==> src/rtl/latch_bank_arbiter_if.sv <==
// Write-request bus between up to three requesters and the latch bank arbiter,
// plus the latch-bank drive signals the arbiter produces.
interface latch_bank_arbiter_if #(
   parameter int WIDTH = 8
);
   logic [2:0]       req;
   logic [1:0]       waddr0;
   logic [1:0]       waddr1;
   logic [1:0]       waddr2;
   logic [WIDTH-1:0] wdata0;
   logic [WIDTH-1:0] wdata1;
   logic [WIDTH-1:0] wdata2;
   logic [2:0]       ack;
   logic [WIDTH-1:0] lat_d;
   logic [3:0]       lat_en;
   logic             busy;
   logic [1:0]       grant_id;

   modport master (
      output req, waddr0, waddr1, waddr2, wdata0, wdata1, wdata2,
      input  ack, lat_d, lat_en, busy, grant_id
   );

   modport slave (
      input  req, waddr0, waddr1, waddr2, wdata0, wdata1, wdata2,
      output ack, lat_d, lat_en, busy, grant_id
   );
endinterface

==> src/rtl/latch_bank_arbiter.sv <==
// Round-robin arbiter serialising three requesters onto a 4-entry latch bank.
// Each write: SETUP (data on bus), ENABLE for EN_CYC cycles, HOLD with ack.
module latch_bank_arbiter #(
   parameter int WIDTH  = 8,
   parameter int EN_CYC = 2
) (
   input logic                  clk,
   input logic                  rst_n,
   latch_bank_arbiter_if.slave  bus
);

   typedef enum logic [1:0] {IDLE, SETUP, ENABLE, HOLD} state_e;

   localparam logic [3:0] CNT_LAST = 4'(EN_CYC - 1);

   state_e           state_q, state_d;
   logic [3:0]       cnt_q, cnt_d;
   logic [1:0]       ptr_q, ptr_d;
   logic [1:0]       gid_q, gid_d;
   logic [1:0]       addr_q, addr_d;
   logic [WIDTH-1:0] data_q, data_d;

   logic [3:0]       lat_en_q, lat_en_d;
   logic [2:0]       ack_q, ack_d;
   logic             busy_q, busy_d;
   logic [1:0]       grant_q, grant_d;

   logic [2:0][1:0]       waddr_a;
   logic [2:0][WIDTH-1:0] wdata_a;
   logic [1:0]            cand1, cand2, win;

   assign waddr_a = {bus.waddr2, bus.waddr1, bus.waddr0};
   assign wdata_a = {bus.wdata2, bus.wdata1, bus.wdata0};

   function automatic logic [1:0] inc3(input logic [1:0] v);
      return (v == 2'd2) ? 2'd0 : v + 2'd1;
   endfunction

   // ptr_q is the first requester searched; it always points one past the last grant.
   always_comb begin
      cand1 = inc3(ptr_q);
      cand2 = inc3(cand1);
      if (bus.req[ptr_q])      win = ptr_q;
      else if (bus.req[cand1]) win = cand1;
      else                     win = cand2;
   end

   // State register
   always_ff @(posedge clk or negedge rst_n) begin
      if (!rst_n) begin
         state_q <= IDLE;
         cnt_q   <= '0;
         ptr_q   <= '0;
         gid_q   <= '0;
         addr_q  <= '0;
         data_q  <= '0;
      end else begin
         state_q <= state_d;
         cnt_q   <= cnt_d;
         ptr_q   <= ptr_d;
         gid_q   <= gid_d;
         addr_q  <= addr_d;
         data_q  <= data_d;
      end
   end

   // Next-state logic; request inputs are only looked at while idle
   always_comb begin
      state_d = state_q;
      cnt_d   = cnt_q;
      ptr_d   = ptr_q;
      gid_d   = gid_q;
      addr_d  = addr_q;
      data_d  = data_q;
      case (state_q)
         IDLE: begin
            if (|bus.req) begin
               state_d = SETUP;
               gid_d   = win;
               addr_d  = waddr_a[win];
               data_d  = wdata_a[win];
               ptr_d   = inc3(win);
            end
         end
         SETUP: begin
            state_d = ENABLE;
            cnt_d   = '0;
         end
         ENABLE: begin
            if (cnt_q == CNT_LAST) begin
               state_d = HOLD;
               cnt_d   = '0;
            end else begin
               cnt_d = cnt_q + 4'd1;
            end
         end
         HOLD:    state_d = IDLE;
         default: state_d = IDLE;
      endcase
   end

   // Outputs are decoded from the next state so every output leaves a flop.
   always_comb begin
      busy_d   = (state_d != IDLE);
      grant_d  = busy_d ? gid_d : 2'd0;
      lat_en_d = (state_d == ENABLE) ? (4'b0001 << addr_d) : 4'b0000;
      ack_d    = (state_d == HOLD)   ? (3'b001 << gid_d)   : 3'b000;
   end

   always_ff @(posedge clk or negedge rst_n) begin
      if (!rst_n) begin
         lat_en_q <= '0;
         ack_q    <= '0;
         busy_q   <= 1'b0;
         grant_q  <= '0;
      end else begin
         lat_en_q <= lat_en_d;
         ack_q    <= ack_d;
         busy_q   <= busy_d;
         grant_q  <= grant_d;
      end
   end

   // data_q only changes on a grant, so it already holds its value through idle.
   assign bus.lat_d    = data_q;
   assign bus.lat_en   = lat_en_q;
   assign bus.ack      = ack_q;
   assign bus.busy     = busy_q;
   assign bus.grant_id = grant_q;

endmodule

==> src/flat_wrapper.sv <==
// flat-port wrapper written by rule: the top's interface ports become plain ports
module latch_bank_arbiter_flat 
#(
   parameter int WIDTH  = 8,
   parameter int EN_CYC = 2
)
  (clk, rst_n, bus_req, bus_waddr0, bus_waddr1, bus_waddr2, bus_wdata0, bus_wdata1, bus_wdata2, bus_ack, bus_lat_d, bus_lat_en, bus_busy, bus_grant_id);
  latch_bank_arbiter_if #(.WIDTH(WIDTH)) bus_i ();
  input logic clk;
  input logic rst_n;
  input wire logic [$bits(bus_i.req)-1:0] bus_req;
  input wire logic [$bits(bus_i.waddr0)-1:0] bus_waddr0;
  input wire logic [$bits(bus_i.waddr1)-1:0] bus_waddr1;
  input wire logic [$bits(bus_i.waddr2)-1:0] bus_waddr2;
  input wire logic [$bits(bus_i.wdata0)-1:0] bus_wdata0;
  input wire logic [$bits(bus_i.wdata1)-1:0] bus_wdata1;
  input wire logic [$bits(bus_i.wdata2)-1:0] bus_wdata2;
  output wire logic [$bits(bus_i.ack)-1:0] bus_ack;
  output wire logic [$bits(bus_i.lat_d)-1:0] bus_lat_d;
  output wire logic [$bits(bus_i.lat_en)-1:0] bus_lat_en;
  output wire logic [$bits(bus_i.busy)-1:0] bus_busy;
  output wire logic [$bits(bus_i.grant_id)-1:0] bus_grant_id;
  assign bus_i.req = bus_req;
  assign bus_i.waddr0 = bus_waddr0;
  assign bus_i.waddr1 = bus_waddr1;
  assign bus_i.waddr2 = bus_waddr2;
  assign bus_i.wdata0 = bus_wdata0;
  assign bus_i.wdata1 = bus_wdata1;
  assign bus_i.wdata2 = bus_wdata2;
  assign bus_ack = bus_i.ack;
  assign bus_lat_d = bus_i.lat_d;
  assign bus_lat_en = bus_i.lat_en;
  assign bus_busy = bus_i.busy;
  assign bus_grant_id = bus_i.grant_id;
  latch_bank_arbiter #(.WIDTH(WIDTH), .EN_CYC(EN_CYC)) u_core (.clk(clk), .rst_n(rst_n), .bus(bus_i));
endmodule
==> config.mk <==
export PLATFORM = sky130hd
export DESIGN_NAME = latch_bank_arbiter_flat
export DESIGN_NICKNAME = d
export VERILOG_FILES = /design/src/rtl/latch_bank_arbiter_if.sv /design/src/rtl/latch_bank_arbiter.sv /design/src/flat_wrapper.sv
export SDC_FILE = /design/constraint.sdc
export NUM_CORES = 1
export LEC_CHECK = 0
export ABC_AREA = 1
export ABC_CLOCK_PERIOD_IN_PS = 2550
export BUFFER_PORTS_ARGS = -buffer_cell sky130_fd_sc_hd__buf_2
export CORE_MARGIN = 8
export CORE_UTILIZATION = 53
export DETAILED_ROUTE_END_ITERATION = 6
export PLACE_DENSITY = 0.94
export SLEW_MARGIN = 20
export SYNTH_ARGS = -nofsm -noshare
export SYNTH_HDL_FRONTEND = slang
export SYNTH_SLANG_ARGS = --single-unit
==> constraint.sdc <==
create_clock -name clk -period 2.55 [get_ports clk]
set_input_delay 0.255 -clock clk [delete_from_list [all_inputs] [get_ports clk]]
set_output_delay 0.255 -clock clk [all_outputs]
set_load 0.01 [all_outputs]
=== After elaboration in Yosys (flattened, before gate mapping) ===
Cells that the tools add are included.

* Flip-flop bits (word level): 30
* Input bits: 35
* Output and inout port bits: 18
* Logic and storage cells: 58

* $add $sub $neg: 4
* $lt $le $gt $ge: 3
* Eq/ne operators: 9
* Shift operators: 2
* Muxes and demuxes: 25
* Reduce and logical (&&, ||, !) cells: 5

{| class="wikitable"
|+ Operators with widths
! operator !! count
|-
| $mux 2 || 13
|-
| $bmux 8 s2 || 1
|-
| $eq 2x2->1 const B || 7
|-
| $lt 2x3->1 const B || 3
|-
| $mux 4 || 2
|-
| $mux 8 || 1
|-
| $pmux 2 s4 || 1
|-
| $pmux 4 s2 || 1
|-
| $add 2x1->2 const B || 3
|-
| $add 4x1->4 const B || 1
|-
| $bmux 1 s2 || 2
|-
| $bmux 2 s2 || 1
|-
| $eq 4x1->1 const B || 1
|-
| $reduce_bool 2->1 || 2
|-
| $shl 1x2->4 const A || 1
|-
| $mux 3 || 1
|-
| $reduce_or 3->1 || 1
|-
| $shl 1x2->3 const A || 1
|-
| $eq 2x1->1 const B || 1
|-
| $logic_not 2->1 || 1
|-
| $mux 1 || 2
|-
| $reduce_and 2->1 || 1
|}

=== Depth between registers and ports, before layout ===
* Depth in word-level cells: 12
* Gate-level depth with buffers: 12
* Mapped depth without buffers: 12

=== Worst setup path after synthesis ===
OpenSTA, ideal clock, no wires.

* Path type: reg2reg
* Start point: reg u_core.state_q[0]
* End point: reg u_core.ack_q[0] (netlist: u_core.bus.ack[0])
* Setup time: 0.071 ns
* Data arrival time: 1.257 ns
* Data required time: 2.479 ns
* Slack: 1.221 ns
* Cell stages (with the launch flop): 10
* Period minus slack after synthesis: 1.329 ns
* Path through: dfrtp_1 inv_1 ha_1 nand2_4 inv_4 nand2_4 buf_6 o21ai_4 nand2_1 nor2_1

* Longest elaborated chain between the ends: 4
* Elaborated cells on any way between the ends: 11
* Classes of those cells: 4 x eq/ne; 1 x shift; 5 x mux; 1 x reduce/logical

{| class="wikitable"
|+ Ends and longest elaborated chain
! item !! line !! text
|-
| start: declaration || latch_bank_arbiter.sv:16 || <nowiki>state_e state_q, state_d;</nowiki>
|-
| start signal: assignment || latch_bank_arbiter.sv:58 || <nowiki>state_q <= state_d;</nowiki>
|-
| $eq 2x2->1 (tied with other cells) || latch_bank_arbiter.sv:75 || <nowiki>case (state_q)</nowiki>
|-
| $pmux 2 s4 or $mux 2 (tied branches) || latch_bank_arbiter.sv:75 ||
|-
| $eq 2x2->1 or $shl 1x2->3 (tied branches) || latch_bank_arbiter.sv:107 || <nowiki>ack_d = (state_d == HOLD) ? (3'b001 << gid_d) : 3'b000;</nowiki>
|-
| $mux 3 * || latch_bank_arbiter.sv:107 ||
|-
| named net u_core.ack_d[0] || latch_bank_arbiter.sv:24 || <nowiki>logic [2:0] ack_q, ack_d;</nowiki>
|-
| end signal: assignment || latch_bank_arbiter.sv:118 || <nowiki>ack_q <= ack_d;</nowiki>
|-
| end: declaration || latch_bank_arbiter.sv:24 ||
|}

The timed path passes the listed nets; every way through them passes the cells marked *.
A chain may end at the register's enable or synchronous reset.

=== Final worst setup path ===
* Start point: reg u_core.ptr_q[0]
* End point: reg u_core.lat_en_q[3] (netlist: u_core.bus.lat_en[3])

* Longest elaborated chain between the ends: 12
* Elaborated cells on any way between the ends: 18
* Classes of those cells: 2 x add/sub; 2 x eq/ne; 1 x shift; 13 x mux

{| class="wikitable"
|+ Ends and longest elaborated chain
! item !! line !! text
|-
| start: declaration || latch_bank_arbiter.sv:18 || <nowiki>logic [1:0] ptr_q, ptr_d;</nowiki>
|-
| start signal: assignment || latch_bank_arbiter.sv:60 || <nowiki>ptr_q <= ptr_d;</nowiki>
|-
| $add 2x1->2 or $eq 2x2->1 (tied branches) || latch_bank_arbiter.sv:36 || <nowiki>return (v == 2'd2) ? 2'd0 : v + 2'd1;</nowiki>
|-
| $mux 2 || latch_bank_arbiter.sv:36 ||
|-
| $add 2x1->2 (tied with other cells) || latch_bank_arbiter.sv:36 ||
|-
| $mux 2 or $mux 1 (tied branches) || latch_bank_arbiter.sv:36, latch_bank_arbiter.sv:44 ||
|-
| $mux 2 || latch_bank_arbiter.sv:44 || <nowiki>else if (bus.req[cand1]) win = cand1;</nowiki>
|-
| $mux 2 * || latch_bank_arbiter.sv:43 || <nowiki>if (bus.req[ptr_q]) win = ptr_q;</nowiki>
|-
| $bmux 2 s2 * || latch_bank_arbiter.sv:80 || <nowiki>addr_d = waddr_a[win];</nowiki>
|-
| $mux 2 (not written as such) * || latch_bank_arbiter.sv:80 ||
|-
| $mux 2 * || latch_bank_arbiter.sv:77 || <nowiki>if (|bus.req) begin</nowiki>
|-
| $mux 2 * || latch_bank_arbiter.sv:75 ||
|-
| named net u_core.addr_d[1] || latch_bank_arbiter.sv:20 || <nowiki>logic [1:0] addr_q, addr_d;</nowiki>
|-
| $shl 1x2->4 * || latch_bank_arbiter.sv:106 || <nowiki>lat_en_d = (state_d == ENABLE) ? (4'b0001 << addr_d) : 4'b0000;</nowiki>
|-
| $mux 4 * || latch_bank_arbiter.sv:106 ||
|-
| named net u_core.lat_en_d[3] || latch_bank_arbiter.sv:23 || <nowiki>logic [3:0] lat_en_q, lat_en_d;</nowiki>
|-
| end signal: assignment || latch_bank_arbiter.sv:117 || <nowiki>lat_en_q <= lat_en_d;</nowiki>
|-
| end: declaration || latch_bank_arbiter.sv:23 ||
|}

The timed path passes the listed nets; every way through them passes the cells marked *. The select of a mux whose other input is x is not followed.

==> key figures <==
STA
  • Final setup TNS: 0 ns
  • Clock Skew: 0.0156 ns
  • Fmax: 543 MHz
  • Final setup fails: 0
  • Max-slew headroom: 0.566
  • Final Hold Fails: 0
  • Crit path time final: 1.84 ns
  • Crit share post-route: 0.723
  • Max Slew Vio Count: 0
  • Worst slew pin tran: 0.651 ns
  • RSZ-0062 raised after global routing: no

Finish
  • Layout net count: 274
  • Final Cell Area: 1880 µm²
  • Finished Core Util: 0.682
  • Share of cells above drive strength 1: 0.366
  • Antenna cells: 0
  • Area grow syn2layout: 22.5%

CTS
  • Post-CTS Resized: 0
  • Hold buffers post-CTS: 1
  • Post-CTS Setup Bufs: 0
  • Longest Clk Path Bufs: 2
  • Clock-pin slew on the worst setup and hold paths: 0.11 ns
  • CTS Buf Count: 5
  • Clock Latency Late Sink: 0.33 ns
  • CTS tree: built
  • Sink Count: 30
  • Root Driver: clkbuf_4
  • Number of H-tree levels: 2

Worst hold path
  • Hold depth: 3
  • Hold Crit Endpoint: u_core.bus.lat_d[4]$_DFFE_PN0P_
  • Worst Hold Launch: bus_wdata1[4]
  • Worst Hold Class: input pin to flip-flop

Worst setup path
  • FF-to-FF Start: u_core.ptr_q[0]$_DFFE_PN0P_
  • Worst stage delay on the critical path: 0.50 ns
  • Element type at the critical path end: flip-flop
  • Worst Path Arrival: 2.07 ns
  • CP max stage cell: a21oi_2
  • Startpoint Class: flip-flop
  • Setup CP Type: flip-flop to flip-flop
  • Worst path cell trace: o21ai_0, nand2_1, a21oi_2, nand2_1, nand3_1, nand3_2, nand2_1, nor2_1
  • WP data required: 2.77 ns
  • Worst-path maximum fanout: 12
  • Worst reg2reg setup slack: 0.71 ns
  • Critical path buffers and inverters: 0
  • FF-to-FF path depth: 8
  • Reg2reg end: u_core.bus.lat_en[3]$_DFF_PN0_
  • Critical Path Most Common Cell: nand2_1
  • Top delay family on crit path: compound AO/OA/AOI/OAI gates

GRT
  • GR Overflow Total: 0
  • Overall Global Routing Usage: 0.156
  • First-pass GRT wire length: 6.31 mm
  • Initial antenna violation count: 0
  • Largest net degree at the start of global routing: 31
  • Number of global-route vias before repair: 1411

Floorplanning
  • Die Footprint: 4880 µm²
  • Row count: 19
  • Die Wd: 69.8 µm
  • I/O pin count: 53
  • Starting density of the core: 0.557
  • Core area: 2760 µm²
  • Die Span Y: 69.8 µm

Place
  • IO Port Bufs: 52
  • DP Wirelength: 2.89 mm
  • GPL Wtd Cong: 0.862
  • Area of placed instances: 1810 µm²

Synthesis
  • Main combinational cell family by area after synthesis: simple AND/OR/NAND/NOR gates
  • Synth area leader: dfrtp_1
  • Netlist cell types: 27
  • Sequential-to-total area share from yosys stat: 0.489
  • Adder-cell area share of the yosys netlist: 0.0407
  • Post-Syn Area: 1540 µm²
  • Multiplexer share of the synthesized area: 0
  • Yosys Warn Count: 0
  • Mapped Nets: 217
  • Xor/xnor cell area share of the yosys netlist: 0.0114
  • Area share of the largest cell type after synthesis: 0.489
  • Synth area leaders: dfrtp_1 (49%), nand2_1 (8.3%), nor2_1 (7.6%)
  • Yosys reg bits: 30
  • Synth Area in Compound Gates: 0.0936
  • Syn Inst Count: 177
  • Syn Area/Cell: 8.68 µm²
  • Simple-gate area share of the yosys netlist: 0.302

Detailed routing
  • Via count: 1367
  • Post-DR wirelength/cell: 13.9 µm
  • DR iter-0 viols: 81
  • Drt pass-1 iters: 4
  • DR vias/cell: 5.14
  • Routed Wire Length: 3.70 mm
  • # DRC: 0
  • Routed Antenna Nets: 0

Flow run
  • Maxcap violations: 0

Pwr
  • Leak: 1.05 nW
  • PwrDens: 1210 nW/µm²
  • Worst vdd ir: 0.949 mV

Outcome
  • Outcome: finished clean
## worst min-delay path, stage by stage
cell and delay [ns]:
buf_2 0.07, nand2_1 0.05, nand3_1 0.07
## sequential cells by signal (all words and copies together), names as in the netlist
name	flops
u_core.bus.lat_en	4
u_core.cnt_q	4
u_core.addr_q	2
u_core.bus.ack	3
u_core.bus.busy	1
u_core.bus.lat_d	8
u_core.bus.grant_id	2
u_core.state_q	2
u_core.gid_q	2
u_core.ptr_q	2
## per-layer routing
metal  share of wire  global-route usage  wire length (µm)  up-vias
li1                -                   -                 -      680
met1            0.42               0.170              1540      628
met2            0.51               0.278              1880       50
met3           0.051              0.0343               189        9
met4           0.024              0.0737                90        0
met5               0                   0                 0        -
## stage by stage
step	std cells	setup WS, ns	power, mW	hold slack [ns]
after floorplan	177	1.22	1.68	-0.0406
after global placement	257	0.912	1.93	0.308
after detailed placement	257	0.718	1.99	0.318
after CTS	266	0.694	2.29	0.140
after global routing	266	0.539	2.47	0.130
final	266	0.707	2.28	0.141
## where the power goes
group          internal (mW)  switching [mW]
Clock                  0.132           0.167
Combinational          0.421           0.795
Sequential             0.673          0.0917
## cells in the mapped netlist
cell / instances
nor2_8: 1
nand2_4: 3
nand2_2: 10
a22oi_2: 1
o21ai_4: 1
nand4_1: 1
nand3b_1: 1
a21oi_1: 4
o22ai_1: 2
a21oi_2: 1
nand3_2: 2
inv_2: 5
o21ai_1: 1
ha_1: 5
dfrtp_1: 30
o21bai_1: 1
o211ai_1: 1
buf_6: 2
buf_2: 1
inv_4: 1
inv_1: 12
nand2_1: 34
nor2_1: 31
xor2_1: 2
o21ai_0: 9
nand3_1: 14
o21ai_2: 1
## placed cells by master (no fill, tap or decap), drive strengths merged
| cell type | instances |
|---|---|
| o22ai | 2 |
| a21oi | 5 |
| ha | 5 |
| xor2 | 2 |
| dfrtp | 30 |
| o21ai | 12 |
| dlygate4sd3 | 1 |
| o21bai | 1 |
| nand3 | 16 |
| nand3b | 1 |
| a22oi | 1 |
| nand2 | 47 |
| clkinvlp | 1 |
| nor2 | 32 |
| clkinv | 1 |
| o211ai | 1 |
| buf | 52 |
| nand4 | 1 |
| inv | 18 |
| clkbuf | 6 |
## worst max-delay path by stage
| stage | from | to | slack (ns) | depth (start not counted) |
|---|---|---|---|---|
| global placement | u_core.ptr_q[0]$_DFFE_PN0P_ | u_core.bus.lat_en[2]$_DFF_PN0_ | 0.91 | 8 |
| global route | u_core.ptr_q[0]$_DFFE_PN0P_ | u_core.bus.lat_en[0]$_DFF_PN0_ | 0.54 | 7 |
| floorplan | u_core.state_q[0]$_DFF_PN0_ | u_core.bus.ack[0]$_DFF_PN0_ | 1.22 | 9 |
| detailed placement | u_core.ptr_q[0]$_DFFE_PN0P_ | u_core.bus.lat_en[3]$_DFF_PN0_ | 0.72 | 8 |
| finish | u_core.ptr_q[0]$_DFFE_PN0P_ | u_core.bus.lat_en[3]$_DFF_PN0_ | 0.71 | 8 |
| CTS | u_core.ptr_q[0]$_DFFE_PN0P_ | u_core.bus.lat_en[3]$_DFF_PN0_ | 0.69 | 8 |
## area by class of cell
type	instances	area, µm²
inverter	18	70.1
sequential	30	751
tap	31	38.8
clock buffer	6	51.3
timing repair buffer	53	270
fill	220	876
multi-input combinational	126	688
clock inverter	2	12.5
## cells by family after synthesis
family / after synthesis
AO/OA/AOI/OAI: 22
XOR/XNOR: 2
adder cells (fa/ha/maj): 5
buffers and inverters: 21
flip-flops: 30
AND/OR/NAND/NOR: 97
Power figures use the tool's default switching activity.
